<file path="src/rtl/serialdp_serial_tx.sv">
// serialdp_serial_tx
// Byte-to-serial frame transmitter for the serial datapath.
// Each byte accepted over a valid/ready handshake is sent as one frame:
//   start (0), d0..d7 LSB first, stop (1).
// Every frame bit is held on the line for CLKS_PER_BIT cycles.
// An optional IDLE_GAP of high cycles follows the stop bit.
// All outputs are flops, so there is no combinational path from tx_valid.
module serialdp_serial_tx #(
    parameter int CLKS_PER_BIT = 1,
    parameter int IDLE_GAP     = 0,
    parameter int CNT_W        = 16
) (
    input  logic             clk,
    input  logic             rst,
    input  logic [7:0]       tx_data,
    input  logic             tx_valid,
    output logic             tx_ready,
    output logic             serial_out,
    output logic             busy,
    output logic             frame_done,
    output logic [CNT_W-1:0] frames_sent
);

    // Bit-time counter spans 0..CLKS_PER_BIT-1.
    // The gap counter keeps at least one bit so the design still elaborates when IDLE_GAP is 0.
    localparam int BW = $clog2(CLKS_PER_BIT + 1);
    localparam int GW = (IDLE_GAP > 0) ? $clog2(IDLE_GAP + 1) : 1;

    localparam logic [BW-1:0] BIT_LAST = BW'(CLKS_PER_BIT - 1);
    // Cycle before the last stop-bit cycle.
    // It is only used when CLKS_PER_BIT >= 2.
    localparam logic [BW-1:0] BIT_PRE  = BW'((CLKS_PER_BIT > 1) ? CLKS_PER_BIT - 2 : 0);
    localparam logic [GW-1:0] GAP_LAST = GW'((IDLE_GAP > 0) ? IDLE_GAP - 1 : 0);

    typedef enum logic [2:0] {
        S_IDLE,
        S_START,
        S_DATA,
        S_STOP,
        S_GAP
    } state_t;

    state_t          state;
    logic [7:0]      shreg;
    logic [BW-1:0]   bit_cnt;
    logic [2:0]      bit_idx;
    logic [GW-1:0]   gap_cnt;

    // Frame sequencer.
    // Next-cycle values of serial_out, tx_ready, busy and frame_done are registered
    // together with the state, so they all change on the same edge.
    always_ff @(posedge clk or posedge rst) begin
        if (rst) begin
            state       <= S_IDLE;
            serial_out  <= 1'b1;
            tx_ready    <= 1'b1;
            busy        <= 1'b0;
            frame_done  <= 1'b0;
            frames_sent <= '0;
            shreg       <= '0;
            bit_cnt     <= '0;
            bit_idx     <= '0;
            gap_cnt     <= '0;
        end else begin
            frame_done <= 1'b0;
            case (state)
                S_IDLE: begin
                    serial_out <= 1'b1;
                    if (tx_valid && tx_ready) begin
                        shreg      <= tx_data;
                        state      <= S_START;
                        serial_out <= 1'b0;
                        tx_ready   <= 1'b0;
                        busy       <= 1'b1;
                        bit_cnt    <= '0;
                    end
                end

                S_START: begin
                    if (bit_cnt == BIT_LAST) begin
                        // Present d0 and pre-shift, so shreg[0] always holds the next bit to send.
                        bit_cnt    <= '0;
                        bit_idx    <= '0;
                        serial_out <= shreg[0];
                        shreg      <= {1'b0, shreg[7:1]};
                        state      <= S_DATA;
                    end else begin
                        bit_cnt <= bit_cnt + 1'b1;
                    end
                end

                S_DATA: begin
                    if (bit_cnt == BIT_LAST) begin
                        bit_cnt <= '0;
                        if (bit_idx == 3'd7) begin
                            state      <= S_STOP;
                            serial_out <= 1'b1;
                            // A one-cycle stop bit is also its own final cycle.
                            frame_done <= (CLKS_PER_BIT == 1);
                        end else begin
                            bit_idx    <= bit_idx + 3'd1;
                            serial_out <= shreg[0];
                            shreg      <= {1'b0, shreg[7:1]};
                        end
                    end else begin
                        bit_cnt <= bit_cnt + 1'b1;
                    end
                end

                S_STOP: begin
                    serial_out <= 1'b1;
                    if (bit_cnt == BIT_LAST) begin
                        bit_cnt     <= '0;
                        frames_sent <= frames_sent + 1'b1;
                        if (IDLE_GAP > 0) begin
                            state   <= S_GAP;
                            gap_cnt <= '0;
                        end else begin
                            state    <= S_IDLE;
                            tx_ready <= 1'b1;
                            busy     <= 1'b0;
                        end
                    end else begin
                        bit_cnt    <= bit_cnt + 1'b1;
                        frame_done <= (bit_cnt == BIT_PRE);
                    end
                end

                S_GAP: begin
                    serial_out <= 1'b1;
                    if (gap_cnt == GAP_LAST) begin
                        gap_cnt  <= '0;
                        state    <= S_IDLE;
                        tx_ready <= 1'b1;
                        busy     <= 1'b0;
                    end else begin
                        gap_cnt <= gap_cnt + 1'b1;
                    end
                end

                default: begin
                    state      <= S_IDLE;
                    serial_out <= 1'b1;
                    tx_ready   <= 1'b1;
                    busy       <= 1'b0;
                end
            endcase
        end
    end

endmodule

</file>
<file path="config.mk">
export PLATFORM = sky130hd
export DESIGN_NAME = serialdp_serial_tx
export DESIGN_NICKNAME = d
export VERILOG_FILES = /design/src/rtl/serialdp_serial_tx.sv
export SDC_FILE = /design/constraint.sdc
export NUM_CORES = 1
export LEC_CHECK = 0
export ABC_CLOCK_PERIOD_IN_PS = 4000
export BUFFER_PORTS_ARGS = -buffer_cell sky130_fd_sc_hd__buf_2
export CORE_MARGIN = 4
export CORE_UTILIZATION = 50
export DETAILED_ROUTE_END_ITERATION = 8
export GPL_TIMING_DRIVEN = 0
export PLACE_DENSITY = 0.83
export SLEW_MARGIN = 5
export SYNTH_ARGS = -nofsm -noshare
export SYNTH_HDL_FRONTEND = slang
export SYNTH_SLANG_ARGS = --single-unit
export TNS_END_PERCENT = 1
</file>
<file path="constraint.sdc">
create_clock -name clk -period 4 [get_ports clk]
set_clock_uncertainty 0.1 [all_clocks]
set_input_delay 0.8 -clock clk [delete_from_list [all_inputs] [get_ports clk]]
set_output_delay 0.8 -clock clk [all_outputs]
set_load 0.01 [all_outputs]
</file>
Yosys cells after proc, flatten, opt, wreduce, memory -nomap -nowiden
Cells that the tools add are included.
Word-level totals
  flip-flop bits (word level): 36
  bits of input ports: 11
  output and inout bits: 20
  word-level logic and storage cells: 77
Cells by class
  add/subtract/negate cells: 4
  eq/ne operators: 12
  muxes and demuxes: 35
  bitwise gates (word level): 2
  reductions and logical operators: 14
Operators by type and width (number)
  $mux 8: 4
  $mux 3: 8
  $pmux 8 s3: 1
  $add 16x1->16 const B: 1
  $mux 1: 15
  $pmux 3 s5: 1
  $ne 2x2->1 const B: 7
  $pmux 1 s4: 2
  $reduce_and 4->1: 2
  $eq 3x2->1 const B: 2
  $eq 3x3->1 const B: 2
  $pmux 3 s2: 1
  $reduce_and 2->1: 3
  $reduce_and 6->1: 1
  $reduce_and 5->1: 1
  $pmux 1 s2: 2
  $reduce_bool 2->1: 2
  $add 3x1->3 const B: 1
  $eq 3x1->1 const B: 1
  $logic_not 3->1: 1
  $pmux 1 s3: 1
  $reduce_bool 3->1: 1
  $reduce_or 3->1: 1
  $add 1x1->1 const B: 2
  3 further kinds: 4

Depth between registers and ports, before layout
Gate-level depths: netlist of run 1.
  depth in word-level cells: 4
  mapped depth: 7

Worst setup path before layout of run 1
OpenSTA, ideal clock, no wires.
  kind: flip-flop to flip-flop
  from: register bit_idx[0]
  to: register shreg[0]
  library setup time: 0.125 ns
  arrival time: 1.701 ns
  slack: 2.074 ns
  stages on the path, launching flop included: 7
  buffers on the path: 1
  cell sequence: dfrtp_1 -> ha_1 -> ha_1 -> and2_4 -> or3_1 -> buf_6 -> mux2_4
On the way
  longest elaborated chain between the ends: 3
Ends and longest elaborated chain
  start: declaration: RTL line 46  | logic [2:0] bit_idx;
  start signal: assignment: RTL line 101  | bit_idx <= bit_idx + 3'd1;
  $eq 3x3->1: RTL line 95  | if (bit_idx == 3'd7) begin
  $ne 2x2->1 (no source line)
  $reduce_and 5->1 (no source line)
  end signal: assignment: RTL line 70  | shreg <= tx_data;
  end signal: assignment: RTL line 85  | shreg <= {1'b0, shreg[7:1]};
  end signal: assignment: RTL line 103  | shreg <= {1'b0, shreg[7:1]};
  end: declaration: RTL line 44  | logic [7:0] shreg;
No other way between the ends.
A chain may end at the register's enable or synchronous reset.

Worst setup path in the final report of run 1
  from: register state[1]
  to: register shreg[0]
On the way
  longest elaborated chain between the ends: 3
  elaborated cells between the ends (all ways): 10
  those cells by class: eq/ne: 6; mux: 1; reduce/logical: 3
Ends and longest elaborated chain
  start: declaration: RTL line 43  | state_t state;
  start signal: assignment: RTL line 54  | state <= S_IDLE;
  start signal: assignment: RTL line 71  | state <= S_START;
  start signal: assignment: RTL line 86  | state <= S_DATA;
  $eq 3x2->1, or another cell as far along: RTL line 66  | case (state)
  $ne 2x2->1 (no source line) or $reduce_bool 3->1 (tied branches)
  $reduce_and 5->1 (no source line)
Parallel ways exist; a longest one is shown, timed or not.

==> key figures, run 1 <==
Worst setup path
  – CP required: roughly 4.1 ns
  – Slowest cell on the critical path: dfrtp_1
  – CP endpoint kind: flip-flop
  – Startpoint types: flip-flop
  – CP cell instances: inv_1, ha_1, buf_2, buf_2, mux2_2, mux2_4
  – Crit-path max cell delay: 0.44 ns
  – Critical path's most frequent cell: buf_2
  – Worst setup path class: reg2reg
  – Critical-path maximum fanout: 10
  – CP arrival: 2.17 ns

Routing
  – Total Routed Length: ~2.7 mm
  – Avg WL per Cell: between 10 and 15 µm
  – # DRC: 0
  – Final ANT Viol Nets: 0
  – Number of DRC markers in iteration 0: 34
  – TritonRoute pass-1 iters: 4
  – Via/cell ratio: ~5
  – Vias: 1068

Clocking
  – CTS tree: done
  – Gates resized, CTS repair: 0
  – Post-CTS setup buffers: 0
  – Clock buffer depth: 2
  – Num CTS Buffers: 5
  – CTS Sinks: 33
  – Worst-Skew Late Latency: approximately 0.34 ns
  – H-tree levels: 2
  – Hold Buf Count CTS: 0
  – Clk slew on worst S/H paths: approximately 0.10 ns
  – Root buffer cell: clkbuf_4

Cells and area
  – N_diodes: 0
  – Share of layout cells above drive strength 1: 0.394
  – Nets: between 150 and 200
  – Final core occ: 0.607
  – Layout area overhead: 16.1%
  – Layout fillers: 293

Synthesis
  – Post-synth top area cell: dfrtp_1
  – Top_reg_cell synth: dfrtp_1
  – Syn Inst Count: between 100 and 150
  – Post-synth EDFFs: 0
  – Syn nets: 146
  – Top cells by area, synth: dfrtp_1, mux2_4, mux2_2
  – #FFs+latches synth: 33
  – Commonest cells post-synth: dfrtp_1, mux2_2, xor2_1
  – Sequential share of the synthesized area: 0.519
  – Most common cell in the synthesized netlist: dfrtp_1
  – Yosys warns: 0
  – Synth async-reset ratio: 1.00
  – Mapped Area: approximately 1600 µm²
  – Syn avg cell area: 12.6 µm²
  – Top-area cell type share of the netlist area: 0.486
  – Library cells used by synthesis: 27

Pwr
  – PD cells: a little over 700 nW/µm²
  – Peak supply drop: 0.387 mV
  – Overall power after layout: 1.31 mW
  – Leak: 0.970 nW

Timing
  – Crit path time final: roughly 2.0 ns
  – Hold Fails Final Rpt: 0
  – Rel. slew slack: 0.563
  – Setup TNS: 0 ns
  – Slew Viols, Final: 0
  – Unrepaired setup endpoints after global routing: false
  – F_max: 491 MHz
  – Worst-margin pin slew: roughly 0.66 ns
  – Final Cycle Share: 0.509
  – Setup-failing EPs final: 0

Run status
  – Status: finished clean

Global routing
  – Vias in the first global route: 1079
  – Initial antenna violation count: 0
  – Total GRT Usage: 0.154
  – Pin count of the biggest net entering global routing: 34
  – First-pass GRT wire length: slightly below 5 mm
  – GRT overflow: 0

Die
  – Core Region: 3050 µm²
  – # rows: 20
  – Die height: 64.5 µm
  – Die W: 64.5 µm
  – Initial Util: 0.523
  – IO Pins: 31
  – Full die area: 4160 µm²

Placed design
  – IO buf count: 30
  – DPL Wire Length: 2.05 mm
  – Routability cong.: between 0.7 and 0.8

Flow run
  – MaxCap Viol Count: 0

Worst hold path
  – Worst min-delay path class: reg2reg
worst paths after layout:
check,start,to,slack (ns),cells after the start
max,state[1],shreg[0],1.96,6
min,frames_sent[15],frames_sent[15],0.37,1
max reg2reg,state[1],shreg[0],1.96,6
min reg2reg,frames_sent[15],frames_sent[15],0.37,1
max in group asynchronous,rst,busy,2.94,2
min in group asynchronous,rst,frames_sent[9],0.44,2
logic make-up after synthesis:
logic type,count (synthesis),share of synthesized area
flops,33,0.519
buf+inv,10,0.0298
compound gates,10,0.0447
simple gates,33,0.116
mux,18,0.146
fa+ha+maj,8,0.0627
xor+xnor,15,0.0823
report_power, final:
part	internal, mW	switching, mW
clock network	0.0669	0.113
logic	0.344	0.261
registers	0.446	0.0824
total	0.857	0.457
cell type report:
class / count / area [µm²] / area share
Sequential cell: 33 / 828 / 0.447
Clock buffer: 6 / 41.3 / 0.0223
Clock inverter: 2 / 10.0 / 0.00540
Buffer: 3 / 21.3 / 0.0115
Timing Repair Buffer: 30 / 150 / 0.0810
Multi-Input combinational cell: 84 / 721 / 0.389
Inverter: 7 / 26.3 / 0.0142
Tap cell: 44 / 55.1 / 0.0297
sequential cells by signal (all words and copies together) (netlist names):
name / count
frames_sent: 16
shreg: 8
bit_idx: 3
state: 2
busy: 1
frame_done: 1
serial_out: 1
tx_ready: 1
through the flow:
stage               cells  hold slack [ns]  setup WS, ns  area (µm²)
floorplan             127            0.363          2.07        1600
global placement      201            0.357          1.98        1800
detailed placement    201            0.363          1.92        1800
CTS                   209            0.378          1.96        1850
global route          209            0.413          1.87        1850
finish                209            0.369          1.96        1850
per-layer routing:
layer,vias to the layer above,GRT usage,routed length (µm)
li1,518,-,-
met1,513,0.167,1170
met2,30,0.268,1340
met3,7,0.0624,195
met4,0,0.0554,40
met5,-,0,0
placed cells by master, fill, tap and decap left out, drive strengths merged, types with 4 or more instances in the layout:
cell	Yosys	final
buf	3	33
dfrtp	31	31
mux2	18	18
xor2	10	10
ha	8	8
inv	7	7
nand2	6	6
clkbuf	0	6
nand4	6	6
nor2	5	5
xnor2	5	5
nor4	4	4
o21ai	4	4
nor3	4	4
worst max-delay path, delay by kind of cell (launching register included):
family | cells | cell delay, ns
multiplexers | 2 | 0.62
buffers and inverters | 3 | 0.51
flip-flops | 1 | 0.44
adder cells (fa/ha/maj) | 1 | 0.27
(Power assumes the default switching activity.)
==> inputs of run 2 (changes only) <==
ABC_AREA = 1   (was unset)
ABC_CLOCK_PERIOD_IN_PS = 2000   (was 4000)
clock period = 2 ns   (was 4 ns; I/O delays follow)
==> key figures, run 2 <==
Die
  – IO Pins: 31
  – Full die area: between 4000 and 5000 µm²
  – Die height: about 66 µm
  – Initial Util: 0.537
  – Die W: 66.2 µm
  – Core Region: around 3200 µm²
  – # rows: 20

Synthesis
  – Syn nets: 218
  – Mapped Area: approximately 1700 µm²
  – Yosys warns: 0
  – Most common cell in the synthesized netlist: nand2_1
  – Library cells used by synthesis: 23
  – Post-synth EDFFs: 0
  – Sequential share of the synthesized area: 0.489
  – Syn Inst Count: between 150 and 200
  – Top_reg_cell synth: dfrtp_1
  – #FFs+latches synth: 33
  – Synth async-reset ratio: 1.00
  – Commonest cells post-synth: nand2_1, dfrtp_1, inv_1
  – Syn avg cell area: approximately 8.5 µm²
  – Top cells by area, synth: dfrtp_1, nand2_1, ha_1
  – Top-area cell type share of the netlist area: 0.458
  – Post-synth top area cell: dfrtp_1

Routing
  – TritonRoute pass-1 iters: 4
  – Avg WL per Cell: between 10 and 15 µm
  – Final ANT Viol Nets: 0
  – Number of DRC markers in iteration 0: 45
  – Vias: about 1400
  – # DRC: 0
  – Total Routed Length: between 3 and 4 mm
  – Via/cell ratio: 4.85

Worst setup path
  – Critical-path maximum fanout: 10
  – Worst setup path class: reg2reg
  – Slowest cell on the critical path: dfrtp_1
  – CP cell instances: ha_1, ha_1, nand2_2, inv_2, nor3_4, buf_6, o21ai_0
  – Crit-path max cell delay: roughly 0.42 ns
  – CP required: about 2.1 ns
  – Startpoint types: flip-flop
  – CP top delay family: flip-flops
  – Flop-to-flop setup slack: 0.24 ns
  – Critical path's most frequent cell: ha_1
  – CP arrival: 1.88 ns
  – CP endpoint kind: flip-flop
  – Worst path bufs/invs: 2

Cells and area
  – N_diodes: 0
  – Largest Register: frames_sent
  – Share of layout cells above drive strength 1: 0.211
  – Cell Count, Final, Fillers Out: approximately 280
  – Layout area overhead: 15.0%
  – Nets: 255
  – Commonest non-fill, non-tap cell in the layout: nand2_1
  – Most frequent cells in the layout: nand2_1, buf_2, dfrtp_1, inv_1, o21ai_0
  – Largest register FFs: 16
  – Regs by FF count: frames_sent (16), shreg (8), bit_idx (3)

Global routing
  – Total GRT Usage: 0.158
  – Vias in the first global route: roughly 1200
  – First-pass GRT wire length: about 5.2 mm
  – Pin count of the biggest net entering global routing: 34
  – GRT overflow: 0
  – Initial antenna violation count: 0

Pwr
  – Peak supply drop: ~0.27 mV
  – Leak: between 1 and 1.5 nW
  – PD cells: between 500 and 600 nW/µm²

Clocking
  – Post-CTS setup buffers: 0
  – Hold Buf Count CTS: 0
  – Worst-Skew Late Latency: 0.33 ns
  – Num CTS Buffers: 5
  – CTS tree: done
  – CTS Sinks: 33
  – Clock buffer depth: 2
  – H-tree levels: 2
  – Root buffer cell: clkbuf_4
  – Clk slew on worst S/H paths: roughly 0.1 ns
  – Gates resized, CTS repair: 0

Timing
  – Worst-margin pin slew: 0.677 ns
  – Rel. slew slack: 0.548
  – Crit path time final: approximately 1.8 ns
  – F_max: between 500 and 600 MHz
  – Final Cycle Share: 0.882
  – Unrepaired setup endpoints after global routing: false
  – Setup-failing EPs final: 0
  – Hold Fails Final Rpt: 0
  – Setup TNS: 0 ns
  – Slew Viols, Final: 0

Worst hold path
  – Worst min-delay path class: in2async

Flow run
  – MaxCap Viol Count: 0

Placed design
  – Routability cong.: between 0.8 and 0.9
  – IO buf count: 30
  – # placed instances: roughly 270
  – DPL Wire Length: approximately 2.2 mm

Run status
  – Status: finished clean
[run 2: changes by cell type after synthesis, moves of 3 or more]
cell     before  now
inv_1         7   26
mux2_2       10    0
mux2_4        8    0
nand2_1       6   61
nand3_1       3    8
nor2_1        5   14
nor3_1        4    0
nor4_1        4    0
o21ai_0       4   18
o31ai_1       0    3
xor2_1       10    6
[run 2: through the flow]
step | util | hold WS (ns) | power, mW | worst slack (ns) | instance area, µm²
detailed placement | 0.602 | 0.361 | 0.709 | 0.232 | 1900
CTS | 0.617 | 0.190 | 1.06 | 0.222 | 1950
global placement | 0.602 | 0.364 | 0.709 | 0.265 | 1900
floorplan | - | 0.351 | 0.695 | 0.417 | 1690
finish | 0.617 | 0.0601 | 1.05 | 0.236 | 1950
global route | 0.617 | 0.0961 | 1.11 | 0.118 | 1950
[run 2: final timing paths]
check / start / endpoint / cells past startpoint
setup / recovery: bit_idx[0] / shreg[6] / 7
hold / removal: rst / bit_idx[1] / 2
setup reg to reg: bit_idx[0] / shreg[6] / 7
hold reg to reg: busy / busy / 2
max in group asynchronous: rst / frames_sent[5] / 2
min in group clk: tx_data[7] / shreg[7] / 3
[run 2: metal layers]
layer,share of wire,GRT usage,vias up
met3,0.075,0.0629,2
met5,0,0,-
met2,0.46,0.263,33
met4,0.0063,0.0660,0
met1,0.46,0.179,632
li1,-,-,695
[run 2: cell type report]
| class | instances | area (µm²) |
|---|---|---|
| buffer | 4 | 35.0 |
| timing repair buffer | 30 | 150 |
| inverter | 27 | 101 |
| fill | 299 | 1210 |
| clock buffer | 8 | 48.8 |
| sequential | 33 | 828 |
| multi-input combinational | 135 | 728 |
| tap | 44 | 55.1 |
[run 2: cell families after synthesis]
logic type / Yosys count / share of synthesized area
xor+xnor: 11 / 0.0569
flops: 33 / 0.489
simple gates: 94 / 0.242
fa+ha+maj: 8 / 0.0591
buf+inv: 31 / 0.0806
compound gates: 22 / 0.0717
[run 2: power by group]
| group | switching [mW] | total (mW) | internal [mW] |
|---|---|---|---|
| combinational | 0.0182 | 0.0280 | 0.00985 |
| sequential | 0 | 0.667 | 0.667 |
| clock | 0.215 | 0.356 | 0.140 |
| total | 0.234 | 1.05 | 0.817 |
